`src/rtl/fifo_uart_tx.sv`:
```
// -----------------------------------------------------------------------------
// fifo_uart_tx
//
// Serial transmit stage placed directly behind a synchronous FIFO. While
// enabled and the FIFO is non-empty, it issues a one-cycle read strobe, takes
// the registered FIFO word one cycle later and shifts it out as an
// asynchronous frame: start bit, W data bits LSB first, optional parity bit,
// then one or two stop bits.
//
// Parameters
//   W            data word width (equal to the FIFO width)
//   CLKS_PER_BIT clk cycles per serial bit (>= 2)
//   PARITY_EN    1 inserts a parity bit after the data bits
//   PARITY_ODD   0 even parity, 1 odd parity (unused when PARITY_EN = 0)
//   STOP_BITS    1 or 2 stop bits
//
// Ports
//   clk         in   rising-edge clock
//   rst         in   synchronous active-high reset
//   enable      in   permits starting a new frame (looked at only in IDLE)
//   fifo_empty  in   FIFO EMPTY flag
//   fifo_data   in   FIFO registered read data, valid the cycle after the strobe
//   fifo_rd_en  out  registered read strobe, one cycle per frame
//   tx          out  registered serial line, idles high
//   busy        out  high whenever the block is not in IDLE
//   frame_done  out  one-cycle pulse after the final stop bit
// -----------------------------------------------------------------------------
module fifo_uart_tx #(
  parameter int W            = 4,
  parameter int CLKS_PER_BIT = 16,
  parameter int PARITY_EN    = 0,
  parameter int PARITY_ODD   = 0,
  parameter int STOP_BITS    = 1
) (
  input  logic         clk,
  input  logic         rst,
  input  logic         enable,
  input  logic         fifo_empty,
  input  logic [W-1:0] fifo_data,
  output logic         fifo_rd_en,
  output logic         tx,
  output logic         busy,
  output logic         frame_done
);

  localparam int CNT_W = (CLKS_PER_BIT > 1) ? $clog2(CLKS_PER_BIT) : 1;
  localparam int BIT_W = $clog2(W + 1);

  localparam logic [CNT_W-1:0] CNT_LAST = CNT_W'(CLKS_PER_BIT - 1);
  localparam logic [BIT_W-1:0] BIT_LAST = BIT_W'(W - 1);
  // One stop-bit counter step per stop bit; only two stop bits need a second.
  localparam logic             STOP_LAST = (STOP_BITS == 2) ? 1'b1 : 1'b0;
  localparam logic             ODD_FLIP  = (PARITY_ODD != 0) ? 1'b1 : 1'b0;

  typedef enum logic [2:0] {
    IDLE   = 3'd0,
    FETCH  = 3'd1,
    LOAD   = 3'd2,
    START  = 3'd3,
    DATA   = 3'd4,
    PARITY = 3'd5,
    STOP   = 3'd6
  } state_t;

  // Parity of a data word; odd parity is the inverted XOR reduction.
  function automatic logic parity_of(input logic [W-1:0] d);
    parity_of = (^d) ^ ODD_FLIP;
  endfunction

  state_t           state_q, state_d;
  logic [W-1:0]     shift_q, shift_d;
  logic             parity_q, parity_d;
  logic [CNT_W-1:0] baud_q, baud_d;
  logic [BIT_W-1:0] bit_q, bit_d;
  logic             stop_q, stop_d;
  logic             tx_q, tx_d;
  logic             rd_q, rd_d;
  logic             busy_q, busy_d;
  logic             done_q, done_d;

  logic             baud_end_s;
  logic [W-1:0]     shift_nxt_s;

  assign baud_end_s  = (baud_q == CNT_LAST);
  assign shift_nxt_s = shift_q >> 1;

  // Next-state and registered-output logic of the transmit FSM.
  always_comb begin
    state_d  = state_q;
    shift_d  = shift_q;
    parity_d = parity_q;
    baud_d   = baud_q;
    bit_d    = bit_q;
    stop_d   = stop_q;
    tx_d     = tx_q;
    rd_d     = 1'b0;
    done_d   = 1'b0;

    case (state_q)
      IDLE: begin
        tx_d   = 1'b1;
        baud_d = '0;
        if (enable && !fifo_empty) begin
          state_d = FETCH;
          rd_d    = 1'b1;
        end else begin
          state_d = IDLE;
        end
      end

      // The FIFO presents the word at the end of this cycle.
      FETCH: begin
        state_d = LOAD;
      end

      LOAD: begin
        shift_d  = fifo_data;
        parity_d = parity_of(fifo_data);
        tx_d     = 1'b0;
        baud_d   = '0;
        bit_d    = '0;
        stop_d   = 1'b0;
        state_d  = START;
      end

      START: begin
        if (baud_end_s) begin
          baud_d  = '0;
          tx_d    = shift_q[0];
          state_d = DATA;
        end else begin
          baud_d  = baud_q + CNT_W'(1);
        end
      end

      DATA: begin
        if (baud_end_s) begin
          baud_d  = '0;
          shift_d = shift_nxt_s;
          bit_d   = bit_q + BIT_W'(1);
          if (bit_q == BIT_LAST) begin
            if (PARITY_EN != 0) begin
              tx_d    = parity_q;
              state_d = PARITY;
            end else begin
              tx_d    = 1'b1;
              state_d = STOP;
            end
          end else begin
            // Next data bit is the LSB of the word after this shift.
            tx_d = shift_nxt_s[0];
          end
        end else begin
          baud_d = baud_q + CNT_W'(1);
        end
      end

      PARITY: begin
        if (baud_end_s) begin
          baud_d  = '0;
          tx_d    = 1'b1;
          state_d = STOP;
        end else begin
          baud_d  = baud_q + CNT_W'(1);
        end
      end

      STOP: begin
        tx_d = 1'b1;
        if (baud_end_s) begin
          baud_d = '0;
          if (stop_q == STOP_LAST) begin
            stop_d  = 1'b0;
            done_d  = 1'b1;
            state_d = IDLE;
          end else begin
            stop_d  = stop_q + 1'b1;
          end
        end else begin
          baud_d = baud_q + CNT_W'(1);
        end
      end

      default: begin
        tx_d    = 1'b1;
        baud_d  = '0;
        bit_d   = '0;
        stop_d  = 1'b0;
        state_d = IDLE;
      end
    endcase

    busy_d = (state_d != IDLE);
  end

  // State and output registers with synchronous reset.
  always_ff @(posedge clk) begin
    if (rst) begin
      state_q  <= IDLE;
      shift_q  <= '0;
      parity_q <= 1'b0;
      baud_q   <= '0;
      bit_q    <= '0;
      stop_q   <= 1'b0;
      tx_q     <= 1'b1;
      rd_q     <= 1'b0;
      busy_q   <= 1'b0;
      done_q   <= 1'b0;
    end else begin
      state_q  <= state_d;
      shift_q  <= shift_d;
      parity_q <= parity_d;
      baud_q   <= baud_d;
      bit_q    <= bit_d;
      stop_q   <= stop_d;
      tx_q     <= tx_d;
      rd_q     <= rd_d;
      busy_q   <= busy_d;
      done_q   <= done_d;
    end
  end

  assign fifo_rd_en = rd_q;
  assign tx         = tx_q;
  assign busy       = busy_q;
  assign frame_done = done_q;

endmodule
```
`config.mk`:
```
export PLATFORM = sky130hd
export DESIGN_NAME = fifo_uart_tx
export DESIGN_NICKNAME = d
export VERILOG_FILES = /design/src/rtl/fifo_uart_tx.sv
export SDC_FILE = /design/constraint.sdc
export NUM_CORES = 1
export LEC_CHECK = 0
export BUFFER_PORTS_ARGS = -buffer_cell sky130_fd_sc_hd__buf_2
export CAP_MARGIN = 20
export CORE_UTILIZATION = 30
export CTS_BUF_LIST = sky130_fd_sc_hd__clkbuf_16
export DETAILED_ROUTE_END_ITERATION = 10
export GPL_ROUTABILITY_DRIVEN = 0
export PLACE_DENSITY = 0.49
export SETUP_SLACK_MARGIN = 0.5
export SYNTH_ARGS = -nofsm -noshare
export SYNTH_HDL_FRONTEND = slang
export SYNTH_SLANG_ARGS = --single-unit
```
`constraint.sdc`:
```
create_clock -name clk -period 1.3 [get_ports clk]
set_input_delay 0.065 -clock clk [delete_from_list [all_inputs] [get_ports clk]]
set_output_delay 0.065 -clock clk [all_outputs]
set_load 0.05 [all_outputs]
```
==> summary.txt, run 1 <==
Global route
  • Largest net degree at the start of global routing: 21
  • Initial antenna violation count: 0
  • First-pass GRT wire length: between 4000 and 5000 µm
  • Total grt overflow: 0
  • GRT Resource Usage Total: 0.167
  • Vias in the first global route: 957

Critical path
  • Arr. time, crit path: roughly 1.5 ns
  • Crit path max fanout: 6
  • Worst R2R Path Depth: 5
  • Crit-path slowest cell: dfxtp_2
  • R2R Path Start: baud_q[1]
  • Crit path launch type: register
  • CP Cell Sequence: ha_4, and3_4, nand2_4, or3_4, o31ai_2
  • Crit. End Element: register
  • FF-to-FF End: bit_q[2]
  • Flop2flop setup slack: roughly 0.0026 ns
  • WP data required: 1.47 ns
  • Slowest cell delay on critical path: 0.35 ns
  • WS Path Type: reg -> reg
  • Setup crit end: bit_q[2]
  • Crit path from: baud_q[1]

Power and ir drop
  • Total power: 1.62 mW
  • Maximum VDD drop: about 0.0006 V
  • Comb pwr share: 0.232
  • Seq pwr share: 0.377
  • Pwr per Cell Area: between 900 and 1000 nW/µm²
  • Net Sw Frac: 0.273
  • Pint: 1.18 mW
  • Total leakage power: ~0.67 nW
  • Clk pwr share: 0.392
  • P_sw: 0.443 mW

Synth
  • Leading area contributor after synthesis: dfxtp_1
  • Async SR Flop Fraction: 0
  • Syn Inst Count: between 100 and 150
  • Post-Syn Area per Cell: 8.94 µm²
  • Post-synthesis register bit count: 18
  • Prevailing post-synth register cell: dfxtp_1
  • Post-synthesis cell type count: 45
  • Seq/Total Area, Yosys: 0.366
  • Syn_nets: roughly 120
  • Synth top area cells: dfxtp_1 (37%), mux2_2 (4.6%), ha_1 (3.8%)
  • Yosys top cell area share: 0.366
  • Post-synth EDFFs: 0
  • Area of the mapped netlist: roughly 980 µm²
  • Ys Warns: 0

Final layout
  • Layout cells sized above 1: 0.616
  • Inserted Diodes: 0
  • Final nets: ~160
  • FILL cells: approximately 280
  • Finished Core Util: 0.540
  • Area grow syn2layout: 69.0%

Clock network
  • CTS clock-pin slew for the worst setup and hold paths: roughly 0.05 ns
  • Worst skew pair latency: between 0.2 and 0.3 ns
  • CTS buffer count: 3
  • CTS H-Tree Depth: 1
  • Bufs on Longest Clock Path: 2
  • CTS tree: yes
  • Clk sinks: 18
  • Root Buffer Master: clkbuf_16

Outcome
  • Status: completed

Job
  • Max-cap violations: 0

Route
  • First-pass iteration count of the detailed router: 4
  • Initial drt markers: 24
  • # DRC: 0
  • DR vias: 957
  • Per-cell routed wire length: around 14 µm
  • Antenna Nets Post-Route: 0
  • Avg Vias per Cell: between 4 and 5
  • Drt total wl: ~2700 µm

Floorplanning
  • Die height: slightly below 60 µm
  • Starting Density: 0.320
  • Die W: between 50 and 60 µm
  • IO Count: 12
  • # rows: 20
  • Die area: 3510 µm²
  • Core ar.: about 3100 µm²

Min path
  • Tightest Hold Check Type: in -> reg

Timing
  • Normalized max-slew margin: 0.706
  • Fin. Hold Viols: 0
  • Tcrit/Tclk final: 0.998
  • Count of pins over their slew limit: 0
  • Clk_skew: around 0.0021 ns
  • Slew @ Worst Pin: about 0.44 ns
  • Setup violations, final: 0
  • Final Critical Period: 1.30 ns
  • FMAX: 0.771 GHz
  • RSZ-0062 raised after global routing: yes

Place
  • DPL Wire Length: around 1700 µm
  • # port buffers: 11
==> repair_timing <==
item	in CTS	in global routing
setup endpoints to repair	22	22
pin swaps	15	8
hold buffers	0	0
buffers inserted	10	1
resized for setup	33	20
endpoints found under the hold margin	0	0
==> final cells by class <==
class	instances	area, µm²	area share
well taps	44	55.1	0.0331
flip-flops and latches	18	382	0.230
clock buffers	3	75.1	0.0452
inverters	2	10.0	0.00602
repair buffers	45	388	0.233
clock inverters	1	3.75	0.00226
multi-input cells	82	748	0.450
==> power groups by stage <==
stage | registers, mW | logic (mW) | clock network [mW]
4_1_cts | 0.608 | 0.338 | 0.651
5_1_grt | 0.615 | 0.402 | 0.672
2_1_floorplan | 0.648 | 0.170 | 0
3_5_place_dp | 0.621 | 0.276 | 0
6_report | 0.612 | 0.376 | 0.636
3_3_place_gp | 0.621 | 0.276 | 0
==> worst max-delay path, delay by kind of cell, from the launching register on <==
kind | cells | cell delay [ns]
simple gates | 3 | 0.65
flops | 1 | 0.35
fa+ha+maj | 1 | 0.15
compound gates | 1 | 0.06
==> logic make-up after synthesis <==
group                      Yosys count  share of synthesized area
xor gates and xnor gates             2                     0.0178
buffers and inverters               10                     0.0699
DFF                                 18                      0.366
AOI/OAI and AO/OA                   23                      0.163
muxes                                7                     0.0763
and+or+nand+nor                     47                      0.268
adders and majority gates            3                     0.0382
==> how the worst min path moves through the flow <==
| stage | startpoint | end | slack, ns | cells past startpoint |
|---|---|---|---|---|
| finish | fifo_empty | fifo_rd_en | 0.09 | 4 |
| CTS | fifo_empty | fifo_rd_en | 0.09 | 4 |
| global route | fifo_empty | fifo_rd_en | 0.12 | 4 |
| detailed placement | fifo_empty | fifo_rd_en | 0.35 | 4 |
| floorplan | rst | bit_q[2] | 0.24 | 2 |
| global placement | fifo_empty | fifo_rd_en | 0.35 | 4 |
==> metrics by stage <==
stage | worst slack (ns) | setup TNS, ns | hold WS [ns] | instances | instance area, µm²
after floorplan | -0.00601 | -0.0180 | 0.244 | 110 | 1100
after global placement | -0.0142 | -0.0235 | 0.355 | 180 | 1310
after detailed placement | -0.0706 | -0.236 | 0.352 | 180 | 1310
after CTS | 0.0129 | 0 | 0.0863 | 194 | 1570
after global routing | -0.0507 | -0.185 | 0.124 | 195 | 1660
final | 0.00259 | 0 | 0.0922 | 195 | 1660
==> flip-flops by register name, indices dropped and copies added (netlist names) <==
signal / flops
fifo_rd_en: 1
frame_done: 1
busy: 1
bit_q: 3
tx: 1
baud_q: 4
state_q: 3
shift_q: 4
==> placed cells by master (no fill, tap or decap), types with 3 or more instances in the layout <==
cell        n
buf_4      23
mux2i_1     3
nand2_1     7
a21oi_1     5
mux2_2      3
nand3_1     3
dfxtp_1     7
buf_2       7
dfxtp_2     8
buf_8       3
nor2_1      8
nor3_1      4
ha_4        3
dfxtp_4     3
clkbuf_16   3
buf_6      12
==> cell usage after synthesis, types with 3 or more instances <==
cell type,number
dfxtp_1,18
nor4_1,3
nor2_1,10
nand2_1,8
ha_1,3
buf_6,3
a21oi_1,6
nor3_1,4
nand3_1,5
mux2_2,4
mux2i_1,3
==> routing by layer <==
layer | wire (µm) | GRT usage | vias up
met2 | 1450 | 0.299 | 9
met3 | 68 | 0.0415 | 2
met1 | 1200 | 0.199 | 462
met5 | 0 | 0 | -
met4 | 10 | 0.0340 | 0
li1 | - | - | 484
Note: power is estimated with default switching activity, not from simulation.
==> run 2: changes to the inputs <==
--- a/config.mk
+++ b/config.mk
@@ -11,6 +11,7 @@
 export CTS_BUF_LIST = sky130_fd_sc_hd__clkbuf_16
 export DETAILED_ROUTE_END_ITERATION = 10
 export GPL_ROUTABILITY_DRIVEN = 0
+export MAX_ROUTING_LAYER = met4
 export PLACE_DENSITY = 0.49
 export SETUP_SLACK_MARGIN = 0.5
 export SYNTH_ARGS = -nofsm -noshare
==> summary.txt, run 2 (synthesis results as in run 1) <==
Global route
  • First-pass GRT wire length: 4370 µm (-0.16%)
  • Largest net degree at the start of global routing: 21 (unchanged)
  • Vias in the first global route: 958 (+0.10%)
  • Initial antenna violation count: 0 (unchanged)
  • Total grt overflow: 0 (unchanged)
  • GRT Resource Usage Total: 0.172 (+0.00494)

Timing
  • Tcrit/Tclk final: 0.998 (about the same)
  • Clk_skew: 0.00160 ns (-0.000480 ns)
  • TNS Setup: 0 ns (unchanged)
  • Hold_ws: 0.0911 ns (-0.00116 ns)
  • Setup violations, final: 0 (unchanged)
  • Fin. Hold Viols: 0 (unchanged)
  • Normalized max-slew margin: 0.705 (-0.00112)
  • Slew @ Worst Pin: 0.443 ns (+0.00168 ns)
  • RSZ-0062 raised after global routing: yes
  • Count of pins over their slew limit: 0 (unchanged)
  • FMAX: 0.771 GHz (about the same)
  • Final Critical Period: 1.30 ns (+0.000406 ns)
  • Final worst setup slack: 0.00219 ns (-0.000406 ns)

Floorplanning
  • IO Count: 12 (unchanged)
  • Starting Density: 0.320 (unchanged)
  • # rows: 20 (unchanged)
  • Die W: 59.3 µm (unchanged)
  • Die area: 3510 µm² (unchanged)
  • Die height: 59.3 µm (unchanged)
  • Core ar.: 3080 µm² (unchanged)

Clock network
  • Bufs on Longest Clock Path: 2 (unchanged)
  • Worst skew pair latency: 0.25 ns (about the same)
  • CTS tree: yes
  • Root Buffer Master: clkbuf_16
  • CTS clock-pin slew for the worst setup and hold paths: 0.06 ns (about the same)
  • CTS buffer count: 3 (unchanged)
  • CTS H-Tree Depth: 1 (unchanged)
  • Clk sinks: 18 (unchanged)

Final layout
  • Top Registers: baud_q: 4 flops, shift_q: 4 flops
  • Inserted Diodes: 0 (unchanged)
  • Reg area: 382 µm² (unchanged)
  • Area grow syn2layout: 69.0% (unchanged)
  • Multi-input logic area: 748 µm² (unchanged)
  • Finished Core Util: 0.540 (unchanged)
  • Final nets: 163 (unchanged)
  • FILL cells: 279 (unchanged)
  • Commonest non-fill, non-tap cell in the layout: buf_4
  • Layout cells sized above 1: 0.616 (unchanged)
  • Most frequent cells in the layout: buf_4 (23), buf_6 (12), nor2_1 (8), dfxtp_2 (8)

Job
  • Max-cap violations: 0 (unchanged)

Critical path
  • CP Cell Sequence: ha_4, and3_4, nand2_4, or3_4, o31ai_2
  • Crit. End Element: register
  • Worst path depth: 5 (unchanged)
  • Crit-path slowest cell: dfxtp_2
  • CP top delay family: simple AND/OR/NAND/NOR gates
  • Worst R2R Path Depth: 5 (unchanged)
  • WP data required: 1.47 ns (about the same)
  • Slowest cell delay on critical path: 0.35 ns (about the same)
  • Flop2flop setup slack: 0.002 ns (about the same)
  • FF-to-FF End: bit_q[2]
  • Bufs and invs on worst path: 0 (unchanged)
  • WS Path Type: reg -> reg
  • Crit path max fanout: 6 (unchanged)
  • Arr. time, crit path: 1.47 ns (about the same)
  • Crit path launch type: register
  • R2R Path Start: baud_q[1]

Route
  • Drt total wl: 2700 µm (-0.95%)
  • Per-cell routed wire length: 13.8 µm (-0.95%)
  • Antenna Nets Post-Route: 0 (unchanged)
  • DR vias: 958 (+0.10%)
  • # DRC: 0 (unchanged)
  • First-pass iteration count of the detailed router: 4 (unchanged)
  • Initial drt markers: 24 (unchanged)
  • Avg Vias per Cell: 4.91 (+0.10%)

Min path
  • Tightest Hold Check Type: in -> reg
  • Worst Hold Depth: 4 (unchanged)
  • Worst Hold Path EP: fifo_rd_en
  • Worst Min Path Start: fifo_empty

Power and ir drop
  • P_sw: 0.446 mW (+0.65%)
  • Pint: 1.18 mW (about the same)
  • Maximum VDD drop: 0.000605 V (about the same)
  • Comb pwr share: 0.231 (about the same)
  • Total leakage power: 0.673 nW (unchanged)
  • Net Sw Frac: 0.274 (+0.00126)
  • Total power: 1.63 mW (+0.19%)
  • Clk pwr share: 0.394 (+0.002)
  • Seq pwr share: 0.376 (about the same)
  • Pwr per Cell Area: 979 nW/µm² (+0.19%)

Place
  • # port buffers: 11 (unchanged)
  • DPL Wire Length: 1720 µm (unchanged)
  • Setup WS pre-CTS: -0.0706 ns (unchanged)

Outcome
  • Status: completed
## run 2: cell counts in the layout (fill, tap and decap cells not counted)
No cell type changed its count.
## run 2: what timing repair did
| action | 4_1_cts | 5_1_grt |
|---|---|---|
| buffers inserted | 10 | 1 |
| hold buffers | 0 | 0 |
| gates resized for setup | 33 | 20 |
| setup endpoints to repair | 22 | 22 |
| pin swaps | 15 | 8 |
| endpoints found under the hold margin | 0 | 0 |
## run 2: metrics by stage
step / instance area [µm²] / instances
2_1_floorplan: 1100 / 110
3_3_place_gp: 1310 / 180
3_5_place_dp: 1310 / 180
4_1_cts: 1570 / 194
5_1_grt: 1660 / 195
6_report: 1660 / 195
## run 2: area by class of cell
type / instances / area share
tap: 44 / 0.0331
sequential: 18 / 0.230
multi-input combinational: 82 / 0.450
timing repair buffer: 45 / 0.233
clock inverter: 1 / 0.00226
inverter: 2 / 0.00602
clock buffer: 3 / 0.0452
## run 2: how the worst max path moves through the flow
stage	start	end	slack (ns)
floorplan	baud_q[0]	shift_q[0]	-0.006
global placement	state_q[1]	shift_q[0]	-0.01
detailed placement	state_q[2]	bit_q[2]	-0.07
CTS	baud_q[0]	shift_q[1]	0.01
global route	baud_q[1]	shift_q[1]	-0.05
finish	baud_q[1]	bit_q[2]	0.002
## run 2: power groups by stage
stage	clock network, mW	registers [mW]	logic, mW
final	0.640	0.612	0.375
after global routing	0.672	0.615	0.402
after CTS	0.651	0.608	0.338
after detailed placement	0	0.621	0.276
after global placement	0	0.621	0.276
after floorplan	0	0.648	0.170
## run 2: per-layer routing
metal | part of all wire | wire, µm | global-route usage | up-vias
li1 | - | - | - | 488
met3 | 0.021 | 58 | 0.0393 | 2
met5 | 0 | 0 | - | -
met2 | 0.54 | 1450 | 0.299 | 9
met1 | 0.43 | 1170 | 0.201 | 459
met4 | 0.0059 | 16 | 0.0340 | 0
## run 2: tightest hold or removal path, cell delays in order
cell and delay [ns]:
buf_2 0.07, nor2b_1 0.07, nand2_1 0.07, nor3_1 0.03
==> run 3: changes to the inputs <==
--- a/config.mk
+++ b/config.mk
@@ -7,6 +7,7 @@
 export LEC_CHECK = 0
 export BUFFER_PORTS_ARGS = -buffer_cell sky130_fd_sc_hd__buf_2
 export CAP_MARGIN = 20
+export CORE_MARGIN = 2
 export CORE_UTILIZATION = 30
 export CTS_BUF_LIST = sky130_fd_sc_hd__clkbuf_16
 export DETAILED_ROUTE_END_ITERATION = 10
==> summary.txt, run 3 (synthesis results as in run 1) <==
Route
  • Initial drt markers: 29 (+21%)
  • Antenna Nets Post-Route: 0 (unchanged)
  • DR vias: 916 (-4.4%)
  • # DRC: 0 (unchanged)
  • Per-cell routed wire length: 12.7 µm (-7.9%)
  • First-pass iteration count of the detailed router: 4 (unchanged)
  • Avg Vias per Cell: 4.90 (-0.29%)
  • Drt total wl: 2380 µm (-12%)

Timing
  • Hold_ws: 0.103 ns (+0.0116 ns)
  • Final Critical Period: 1.29 ns (-0.00589 ns)
  • Normalized max-slew margin: 0.734 (+0.0295)
  • FMAX: 0.774 GHz (+0.46%)
  • Count of pins over their slew limit: 0 (unchanged)
  • Fin. Hold Viols: 0 (unchanged)
  • RSZ-0062 raised after global routing: yes
  • Slew @ Worst Pin: 0.399 ns (-0.0443 ns)
  • Clk_skew: 0.00505 ns (+0.00345 ns)
  • Final worst setup slack: 0.00808 ns (+0.00589 ns)
  • Setup violations, final: 0 (unchanged)
  • Tcrit/Tclk final: 0.994 (-0.00453)

Clock network
  • CTS H-Tree Depth: 1 (unchanged)
  • Root Buffer Master: clkbuf_16
  • CTS tree: yes
  • CTS buffer count: 3 (unchanged)
  • CTS Hold Buffers Added: 0 (unchanged)
  • CTS clock-pin slew for the worst setup and hold paths: 0.06 ns (about the same)
  • Bufs on Longest Clock Path: 2 (unchanged)
  • Worst skew pair latency: 0.25 ns (about the same)
  • Clk sinks: 18 (unchanged)

Floorplanning
  • # rows: 20 (unchanged)
  • Starting Density: 0.320 (unchanged)
  • Die height: 61.3 µm (+3.4%)
  • Core ar.: 3080 µm² (unchanged)
  • Die W: 61.3 µm (+3.4%)
  • IO Count: 12 (unchanged)
  • Die area: 3750 µm² (+6.9%)

Min path
  • Worst Hold Depth: 4 (unchanged)
  • Tightest Hold Check Type: in -> reg

Power and ir drop
  • Pwr per Cell Area: 1020 nW/µm² (+4.4%)
  • Maximum VDD drop: 0.000514 V (-15%)
  • Total power: 1.58 mW (-3.2%)
  • Total leakage power: 0.600 nW (-11%)

Job
  • Max-cap violations: 0 (unchanged)

Global route
  • Largest net degree at the start of global routing: 21 (unchanged)
  • GRT Resource Usage Total: 0.145 (-0.0269)
  • Initial antenna violation count: 0 (unchanged)
  • Total grt overflow: 0 (unchanged)
  • First-pass GRT wire length: 3900 µm (-11%)
  • Vias in the first global route: 852 (-11%)

Final layout
  • Inserted Diodes: 0 (unchanged)
  • Area grow syn2layout: 56.7%
  • Commonest non-fill, non-tap cell in the layout: buf_4
  • Layout cells sized above 1: 0.538 (-0.0774)
  • Most frequent cells in the layout: buf_4 (20), nor2_1 (9), dfxtp_2 (9)
  • Design Area, Final: 1540 µm² (-7.2%)
  • Final nets: 155 (-4.9%)
  • Finished Core Util: 0.501 (-0.0390)
  • FILL cells: 280 (+0.36%)
  • Top Registers: baud_q: 4 flops, shift_q: 4 flops

Place
  • DPL Wire Length: 1660 µm (-3.8%)
  • # port buffers: 11 (unchanged)
  • Setup WS pre-CTS: -0.0372 ns (+0.0334 ns)
  • Placed Area: 1300 µm² (-0.19%)

Critical path
  • Arr. time, crit path: 1.42 ns (-0.05 ns)
  • Crit path max fanout: 6 (unchanged)
  • Worst R2R Path Depth: 5 (unchanged)
  • Crit path launch type: register
  • WS Path Type: reg -> reg
  • WP data required: 1.42 ns (-0.05 ns)
  • Crit. End Element: register

Outcome
  • Status: completed
==> run 3: cell types whose count changed in the layout (fill, tap and decap cells not counted), moves of 2 or more <==
cell and change:
buf_6 -7, o21ai_0 +2, nand2_2 +2, nand3_1 +2, buf_4 -3, nand2_4 -2, nand3_2 -2
==> run 3: layer usage <==
layer	vias up	wire length (µm)	track usage
li1	468	-	-
met1	430	1200	0.194
met2	16	1100	0.216
met3	2	68	0.0252
met4	0	8	0.0559
met5	-	0	-
==> run 3: area by class of cell <==
| class | count | area, µm² | area share |
|---|---|---|---|
| tap | 44 | 55.1 | 0.0357 |
| sequential | 18 | 379 | 0.246 |
| inverter | 2 | 10.0 | 0.00649 |
| clock inverter | 1 | 3.75 | 0.00244 |
| multi-input combinational | 82 | 697 | 0.452 |
| timing repair buffer | 37 | 322 | 0.209 |
| clock buffer | 3 | 75.1 | 0.0487 |
==> run 3: worst max-delay path: stages (launching register included) <==
cell	delay, ns
dfxtp_2	0.33
ha_4	0.17
and3_4	0.21
a21oi_4	0.19
mux2i_1	0.21
nor2_1	0.05
==> run 3: worst paths after layout <==
kind	startpoint	endpoint	slack, ns
worst min register to register	bit_q[1]	bit_q[1]	0.49
worst min-delay path	fifo_empty	fifo_rd_en	0.10
worst max register to register	baud_q[0]	shift_q[0]	0.008
worst max-delay path	baud_q[0]	shift_q[0]	0.008
==> run 3: repair_timing <==
action / 4_1_cts / 5_1_grt
setup buffers: 4 / 1
pin swaps: 10 / 3
endpoints found under the setup margin: 22 / 22
gates resized for setup: 21 / 12
==> run 3: metrics by stage <==
stage	TNS, ns	std cells
after floorplan	-0.0180	110
after global placement	-0.0294	178
after detailed placement	-0.103	178
after CTS	0	186
after global routing	-0.239	187
final	0	187
==> run 3: power by group <==
group / switching, mW / leakage [nW] / internal (mW)
Sequential: 0.0307 / 0.151 / 0.582
Combinational: 0.168 / 0.407 / 0.166
Clock: 0.220 / 0.0423 / 0.409
Total: 0.419 / 0.600 / 1.16
